$ cat config.mk
export PLATFORM = sky130hd
export DESIGN_NAME = soc_rtc_host
export DESIGN_NICKNAME = d
export VERILOG_FILES = /design/src/rtl/soc_rtc_host_pkg.sv /design/src/rtl/soc_rtc_alarm_cmp.sv /design/src/rtl/soc_rtc_host.sv
export SDC_FILE = /design/constraint.sdc
export NUM_CORES = 1
export LEC_CHECK = 0
export ABC_CLOCK_PERIOD_IN_PS = 10000
export CORE_MARGIN = 1
export CORE_UTILIZATION = 46
export CTS_BUF_LIST = sky130_fd_sc_hd__clkbuf_16
export CTS_CLUSTER_SIZE = 10
export DETAILED_ROUTE_END_ITERATION = 10
export GPL_TIMING_DRIVEN = 0
export MAX_ROUTING_LAYER = met4
export PLACE_DENSITY_LB_ADDON = 0.05
export SYNTH_ARGS = -nofsm -noshare
export SYNTH_HDL_FRONTEND = slang
export SYNTH_HIERARCHICAL = 1
export SYNTH_SLANG_ARGS = --single-unit
$ cat constraint.sdc
create_clock -name clk -period 10 [get_ports clk]
set_clock_uncertainty 0.1 [all_clocks]
set_input_delay 2 -clock clk [delete_from_list [all_inputs] [get_ports clk]]
set_output_delay 2 -clock clk [all_outputs]
set_load 0.02 [all_outputs]
$ cat src/rtl/soc_rtc_host_pkg.sv
// Shared definitions for the RTC host: register offsets, CTRL bit positions
// and the transfer FSM state encoding.
package soc_rtc_host_pkg;

  localparam logic [1:0] REG_SET_TIME = 2'd0;
  localparam logic [1:0] REG_ALARM    = 2'd1;
  localparam logic [1:0] REG_CTRL     = 2'd2;
  localparam logic [1:0] REG_TIME     = 2'd3;

  localparam int CTRL_EN       = 0;
  localparam int CTRL_IRQ_PEND = 1;
  localparam int CTRL_ERR      = 2;
  localparam int CTRL_BUSY     = 3;

  typedef enum logic [1:0] {
    ST_IDLE = 2'd0,
    ST_WR   = 2'd1,
    ST_RD   = 2'd2
  } rtc_state_e;

endpackage

$ cat src/rtl/soc_rtc_alarm_cmp.sv
// Wrap-aware alarm crossing test between the previous and the new RTC sample.
// With no valid previous sample (first) only an exact match counts.
module soc_rtc_alarm_cmp #(
  parameter int W = 32
) (
  input  logic [W-1:0] prev_time,
  input  logic [W-1:0] sample,
  input  logic [W-1:0] alarm,
  input  logic         first,
  output logic         hit
);

  // Alarm lies in (prev_time, sample], taking a counter wrap into account
  always_comb begin
    hit = 1'b0;
    if (first) begin
      hit = (sample == alarm);
    end else if (sample >= prev_time) begin
      hit = (alarm > prev_time) && (alarm <= sample);
    end else begin
      hit = (alarm > prev_time) || (alarm <= sample);
    end
  end

endmodule

$ cat src/rtl/soc_rtc_host.sv
// CPU-side host for an external RTC: pushes SET_TIME writes, polls the time
// every POLL_DIV cycles, aborts stalled transfers and raises the alarm irq.
module soc_rtc_host
  import soc_rtc_host_pkg::*;
#(
  parameter int IO_MAP_WIDTH = 32,
  parameter int POLL_DIV     = 16,
  parameter int TIMEOUT      = 64
) (
  input  logic                    clk,
  input  logic                    rst,
  input  logic [1:0]              cpu_addr,
  input  logic                    cpu_we,
  input  logic [IO_MAP_WIDTH-1:0] cpu_wdata,
  output logic [IO_MAP_WIDTH-1:0] cpu_rdata,
  output logic                    irq,
  output logic [IO_MAP_WIDTH-1:0] rtc_wdata,
  output logic                    rtc_we,
  input  logic [IO_MAP_WIDTH-1:0] rtc_rdata,
  input  logic                    rtc_ready
);

  localparam int PW = $clog2(POLL_DIV + 1);
  localparam int TW = $clog2(TIMEOUT + 1);
  localparam logic [PW-1:0] POLL_LAST = PW'(POLL_DIV - 1);
  localparam logic [TW-1:0] TMO_LAST  = TW'(TIMEOUT - 1);

  rtc_state_e              state_r, state_s;
  logic [PW-1:0]           poll_cnt_r, poll_cnt_s;
  logic [TW-1:0]           tmo_cnt_r, tmo_cnt_s;
  logic [IO_MAP_WIDTH-1:0] set_time_r, alarm_r, time_r, ctrl_s;
  logic                    wr_pend_r, en_r, irq_pend_r, err_r, first_r;
  logic                    rtc_we_r, irq_r;
  logic                    wr_ack_s, rd_ack_s, tmo_hit_s, hit_s, busy_s;
  logic                    set_wr_s, alarm_wr_s, ctrl_wr_s;

  assign set_wr_s   = cpu_we && (cpu_addr == REG_SET_TIME);
  assign alarm_wr_s = cpu_we && (cpu_addr == REG_ALARM);
  assign ctrl_wr_s  = cpu_we && (cpu_addr == REG_CTRL);
  assign busy_s     = (state_r != ST_IDLE) || wr_pend_r;

  assign rtc_we    = rtc_we_r;
  assign rtc_wdata = set_time_r;
  assign irq       = irq_r;

  soc_rtc_alarm_cmp #(.W(IO_MAP_WIDTH)) u_alarm_cmp (
    .prev_time (time_r),
    .sample    (rtc_rdata),
    .alarm     (alarm_r),
    .first     (first_r),
    .hit       (hit_s)
  );

  // Next-state logic: pending write beats poll, ready beats timeout
  always_comb begin
    state_s    = state_r;
    poll_cnt_s = poll_cnt_r;
    tmo_cnt_s  = tmo_cnt_r;
    wr_ack_s   = 1'b0;
    rd_ack_s   = 1'b0;
    tmo_hit_s  = 1'b0;
    case (state_r)
      ST_IDLE: begin
        tmo_cnt_s = '0;
        if (wr_pend_r) begin
          state_s    = ST_WR;
          poll_cnt_s = '0;
        end else if (poll_cnt_r == POLL_LAST) begin
          state_s    = ST_RD;
          poll_cnt_s = '0;
        end else begin
          poll_cnt_s = poll_cnt_r + PW'(1);
        end
      end
      ST_WR, ST_RD: begin
        if (rtc_ready) begin
          wr_ack_s   = (state_r == ST_WR);
          rd_ack_s   = (state_r == ST_RD);
          state_s    = ST_IDLE;
          poll_cnt_s = '0;
        end else if (tmo_cnt_r == TMO_LAST) begin
          tmo_hit_s  = 1'b1;
          state_s    = ST_IDLE;
          poll_cnt_s = '0;
        end else begin
          tmo_cnt_s = tmo_cnt_r + TW'(1);
        end
      end
      default: begin
        state_s    = ST_IDLE;
        poll_cnt_s = '0;
        tmo_cnt_s  = '0;
      end
    endcase
  end

  // Register state; every hardware set event wins over a same-cycle CPU clear
  always_ff @(posedge clk or posedge rst) begin
    if (rst) begin
      state_r    <= ST_IDLE;
      poll_cnt_r <= '0;
      tmo_cnt_r  <= '0;
      set_time_r <= '0;
      alarm_r    <= '0;
      time_r     <= '0;
      wr_pend_r  <= 1'b0;
      en_r       <= 1'b0;
      irq_pend_r <= 1'b0;
      err_r      <= 1'b0;
      first_r    <= 1'b1;
      rtc_we_r   <= 1'b0;
      irq_r      <= 1'b0;
    end else begin
      state_r    <= state_s;
      poll_cnt_r <= poll_cnt_s;
      tmo_cnt_r  <= tmo_cnt_s;
      rtc_we_r   <= (state_s == ST_WR);
      irq_r      <= irq_pend_r & en_r;
      if (set_wr_s) begin
        set_time_r <= cpu_wdata;
        wr_pend_r  <= 1'b1;
      end else if (wr_ack_s) begin
        wr_pend_r  <= 1'b0;
      end else begin
        wr_pend_r  <= wr_pend_r;
      end
      if (alarm_wr_s) begin
        alarm_r <= cpu_wdata;
      end else begin
        alarm_r <= alarm_r;
      end
      if (ctrl_wr_s) begin
        en_r <= cpu_wdata[CTRL_EN];
      end else begin
        en_r <= en_r;
      end
      if (rd_ack_s && en_r && hit_s) begin
        irq_pend_r <= 1'b1;
      end else if (ctrl_wr_s && cpu_wdata[CTRL_IRQ_PEND]) begin
        irq_pend_r <= 1'b0;
      end else begin
        irq_pend_r <= irq_pend_r;
      end
      if (tmo_hit_s) begin
        err_r <= 1'b1;
      end else if (ctrl_wr_s && cpu_wdata[CTRL_ERR]) begin
        err_r <= 1'b0;
      end else begin
        err_r <= err_r;
      end
      if (rd_ack_s) begin
        time_r <= rtc_rdata;
      end else begin
        time_r <= time_r;
      end
      // A new time base invalidates the previous sample for crossing tests
      if (wr_ack_s) begin
        first_r <= 1'b1;
      end else if (rd_ack_s) begin
        first_r <= 1'b0;
      end else begin
        first_r <= first_r;
      end
    end
  end

  // CPU read mux
  always_comb begin
    ctrl_s                = '0;
    ctrl_s[CTRL_EN]       = en_r;
    ctrl_s[CTRL_IRQ_PEND] = irq_pend_r;
    ctrl_s[CTRL_ERR]      = err_r;
    ctrl_s[CTRL_BUSY]     = busy_s;
    case (cpu_addr)
      REG_SET_TIME: cpu_rdata = set_time_r;
      REG_ALARM:    cpu_rdata = alarm_r;
      REG_CTRL:     cpu_rdata = ctrl_s;
      REG_TIME:     cpu_rdata = time_r;
      default:      cpu_rdata = '0;
    endcase
  end

endmodule

==> results.sh, run 1 <==
export IMPL_outcome="finished, final reports clean"
export IMPL_synth_top_area_frac=0.3796
export IMPL_max_stage_delay_ns=0.67
export IMPL_p_leak_nw=4.480
export IMPL_maxSlewViolCount=0
export IMPL_vias=5996
export IMPL_synth_top_cells_by_area="dfrtp_1 38%, ha_1 17%, mux2_2 14%"
export IMPL_synth_ff_type="dfrtp_1"
export IMPL_clockBufferDepth=2
export IMPL_ys_ff_latch=117
export IMPL_crit_family="buffers and inverters"
export IMPL_hold_path_class="reg -> reg"
export IMPL_final_area_sq_mm=0.009852
export IMPL_synthesis_nets=884
export IMPL_syn_inst=712
export IMPL_place_congestion=0.8832
export IMPL_grt_pass1_wl_microns=32270
export IMPL_crit_slowest_cell="clkdlybuf4s50_1"
export IMPL_crit_arrival_ns=4.23
export IMPL_maxSlewHeadroom=0.4938
export IMPL_total_power_mw=1.717
export IMPL_drt_first_iter_violations=251
export IMPL_cp_cell_sequence="buf_2, and2_1, buf_2, clkbuf_1, nand2_1, o21ai_0, clkdlybuf4s50_1"
export IMPL_yosysTopAreaCell="dfrtp_1"
export IMPL_grt_pass1_vias=6234
export IMPL_mostFrequentLayoutCell="clkdlybuf4s50_1"
export IMPL_vias_per_cell=5.486
export IMPL_drive_above_1_share=0.1881
export IMPL_finalNetCount=1036
export IMPL_cts_setup_buffers=0
export IMPL_core_sq_mm=0.01606
export IMPL_grt_max_degree=64
export IMPL_grt_setup_unrepaired="no"
export IMPL_dp_cells=1061
export IMPL_wl_microns=20510
export IMPL_hpwlAfterDp_microns=15500
export IMPL_peakVddDrop_mv=0.1247
export IMPL_fin_util=0.6135
export IMPL_yosysUniqueCellTypes=55
export IMPL_clk_insertion_delay_late_ns=0.43
export IMPL_clk_pin_slew_ns=0.06
export IMPL_hold_viol_final=0
export IMPL_ant_nets=0
export IMPL_drt_pre_antenna_iters=4
export IMPL_critPathMaxFanout=10
export IMPL_clk_root_buffer_cell="clkbuf_16"
export IMPL_min_period_ns=6.326
export IMPL_worst_pin_slew_ns=0.7401
export IMPL_fin_setup_tns_ns=0
export IMPL_syn_cell_area_sq_mm=0.007647
export IMPL_crit_type="in -> out"
export IMPL_htreeDepth=4
export IMPL_layout_cells_non_filler=1093
export IMPL_portBuffers=132
export IMPL_finalSetupViolCount=0
export IMPL_placed_cell_area_sq_mm=0.009271
export IMPL_hold_buffers=0
export IMPL_timing_fmax_ghz=0.1581
export IMPL_antenna_found_initial=0
export IMPL_num_antenna_cells=0
export IMPL_cts_repair_resized=0
export IMPL_die_area_sq_mm=0.01714
export IMPL_syn2layout_area_growth_pct=28.83
export IMPL_cts_tree="yes"
export IMPL_final_cell_mix="132 x clkdlybuf4s50_1, 116 x dfrtp_1, 102 x ha_1"
export IMPL_wl_per_cell_microns=18.76
export IMPL_power_density_mw_per_mm2=174.3
export IMPL_worst_path_most_repeated_cell="buf_2"
export IMPL_fin_crit_sh=0.6326
export IMPL_end_kind="primary output"
export IMPL_startpoint_type="input pin"
export IMPL_fillers=1321
export IMPL_synth_edf_count=0
export IMPL_grt_total_usage=0.2620
export IMPL_start_util=0.4762
export IMPL_ys_warn_count=6
export IMPL_seq_area_frac_synth=0.3830
export IMPL_synth_async_sr_flop_share=1.000
export IMPL_fp_dieH_microns=130.9
export IMPL_cts_sinks=117
export IMPL_critical_path_required_ns=7.90
export IMPL_numCtsBuffers=17
export IMPL_rows=46
export IMPL_drc=0
export IMPL_die_w_microns=130.9
export IMPL_crit_buf_inv=4
export IMPL_overflow=0
export IMPL_top_level_ports=136
export IMPL_syn_area_per_cell_sq_um=10.74
export IMPL_max_cap_viol_count=0
[synth_stat cells, types with 5 or more instances]
cell type and n:
nand4_1 16, o211ai_1 5, buf_2 15, ha_1 102, mux2_2 95, mux2i_1 29
nor2b_1 5, a21oi_1 30, a211oi_1 5, inv_1 70, nand2_1 61, buf_4 5
o21ai_0 40, and2_1 7, dfrtp_1 116, o21ai_1 6, nand3_1 11, nor2_1 8
and4_1 5, a21o_1 13
[through the flow]
step           hold WS [ns]  worst slack (ns)
2_1_floorplan        0.3434             4.801
3_3_place_gp         0.3621             3.021
3_5_place_dp         0.3836             3.644
4_1_cts              0.4068             3.633
5_1_grt              0.4178             3.552
6_report             0.4013             3.674
[path summary, 6_finish.rpt]
kind / startpoint / endpoint / slack [ns] / depth (start not counted)
setup reg to reg: time_r[5]$_DFFE_PP0P_ / irq_pend_r$_DFFE_PP0P_ / 7.23 / 11
max in group asynchronous: rst / first_r$_DFFE_PP1P_ / 7.14 / 3
hold / removal: first_r$_DFFE_PP1P_ / first_r$_DFFE_PP1P_ / 0.40 / 2
setup / recovery: cpu_addr[0] / cpu_rdata[30] / 3.67 / 7
min in group asynchronous: rst / tmo_cnt_r[5]$_DFFE_PP0P_ / 1.92 / 2
hold reg to reg: first_r$_DFFE_PP1P_ / first_r$_DFFE_PP1P_ / 0.40 / 2
[metal layers]
layer  wire (microns)  share of wire  vias to the layer above  GRT usage
met1             9554           0.47                     2958     0.3291
met5                0              0                        -          -
li1                 -              -                     2876          -
met4              419          0.020                        0     0.1021
met3              839          0.041                       36    0.05537
met2             9697           0.47                      126     0.4130
[where the power goes]
group | internal, mW | total, mW | leakage, nW | switching (mW)
combinational | 0.253 | 0.507 | 2.73 | 0.254
clock | 0.367 | 0.605 | 0.270 | 0.238
sequential | 0.538 | 0.605 | 1.48 | 0.0673
total | 1.16 | 1.72 | 4.48 | 0.559
[sequential cells by signal (all words and copies together), names as in the netlist]
| register | flops |
|---|---|
| alarm_r | 32 |
| en_r | 1 |
| err_r | 1 |
| first_r | 1 |
| irq | 1 |
| irq_pend_r | 1 |
| poll_cnt_r | 5 |
| rtc_wdata | 32 |
| rtc_we | 1 |
| state_r | 2 |
| time_r | 32 |
| tmo_cnt_r | 7 |
| wr_pend_r | 1 |
[cells by family (layout without fill, tap and decap cells)]
family | count (synthesis) | after routing | share of synthesized area
mux | 130 | 130 | 0.1926
fa+ha+maj | 102 | 102 | 0.1669
simple gates | 137 | 137 | 0.09571
buf+inv | 95 | 260 | 0.05170
flops | 117 | 117 | 0.3830
xor+xnor | 4 | 4 | 0.004581
compound gates | 127 | 127 | 0.1055
[final cells by class]
class | instances | area, sq um | area share
buffer | 25 | 132.6 | 0.01346
clock buffer | 17 | 425.4 | 0.04318
clock inverter | 15 | 155.1 | 0.01575
inverter | 70 | 267.8 | 0.02718
multi-input combinational | 500 | 4323 | 0.4388
sequential | 117 | 2929 | 0.2973
tap | 216 | 270.3 | 0.02743
timing repair buffer | 133 | 1349 | 0.1369
[worst min-delay path, cell delays in order (launching register included)]
cell and delay [ns]:
dfstp_2 0.39, nand2_1 0.06, nand2_1 0.05
Note: power is estimated with default switching activity, not from simulation.
==> run 2: changes to the inputs <==
--- a/config.mk
+++ b/config.mk
@@ -5,7 +5,7 @@
 export SDC_FILE = /design/constraint.sdc
 export NUM_CORES = 1
 export LEC_CHECK = 0
-export ABC_CLOCK_PERIOD_IN_PS = 10000
+export ABC_CLOCK_PERIOD_IN_PS = 6500
 export CORE_MARGIN = 1
 export CORE_UTILIZATION = 46
 export CTS_BUF_LIST = sky130_fd_sc_hd__clkbuf_16
==> constraint.sdc (replaced) <==
create_clock -name clk -period 6.5 [get_ports clk]
set_clock_uncertainty 0.1 [all_clocks]
set_input_delay 1.3 -clock clk [delete_from_list [all_inputs] [get_ports clk]]
set_output_delay 1.3 -clock clk [all_outputs]
set_load 0.02 [all_outputs]
==> results of run 2 <==
Same layout as run 1 (identical final DEF). Status: finished, final reports clean.
Among the figures that moved: setup slack after placement 3.644 ns -> 1.544 ns; setup slack after layout 3.674 ns -> 1.574 ns; register-to-register setup slack 7.23 ns -> 3.73 ns; total power 1.717 mW -> 2.642 mW; worst IR drop on VDD 0.1247 mV -> 0.1918 mV
==> run 3: changes to the inputs <==
--- a/config.mk
+++ b/config.mk
@@ -5,7 +5,7 @@
 export SDC_FILE = /design/constraint.sdc
 export NUM_CORES = 1
 export LEC_CHECK = 0
-export ABC_CLOCK_PERIOD_IN_PS = 6500
+export ABC_CLOCK_PERIOD_IN_PS = 4500
 export CORE_MARGIN = 1
 export CORE_UTILIZATION = 46
 export CTS_BUF_LIST = sky130_fd_sc_hd__clkbuf_16
==> constraint.sdc (replaced) <==
create_clock -name clk -period 4.5 [get_ports clk]
set_clock_uncertainty 0.1 [all_clocks]
set_input_delay 0.9 -clock clk [delete_from_list [all_inputs] [get_ports clk]]
set_output_delay 0.9 -clock clk [all_outputs]
set_load 0.02 [all_outputs]
==> results of run 3 <==
Same layout as run 1 (identical final DEF). Status: finished, final reports clean.
Among the figures that moved: setup slack after placement 3.644 ns -> 0.3442 ns; setup slack after layout 3.674 ns -> 0.3745 ns; register-to-register setup slack 7.23 ns -> 1.73 ns; total power 1.717 mW -> 3.816 mW; worst IR drop on VDD 0.1247 mV -> 0.2770 mV
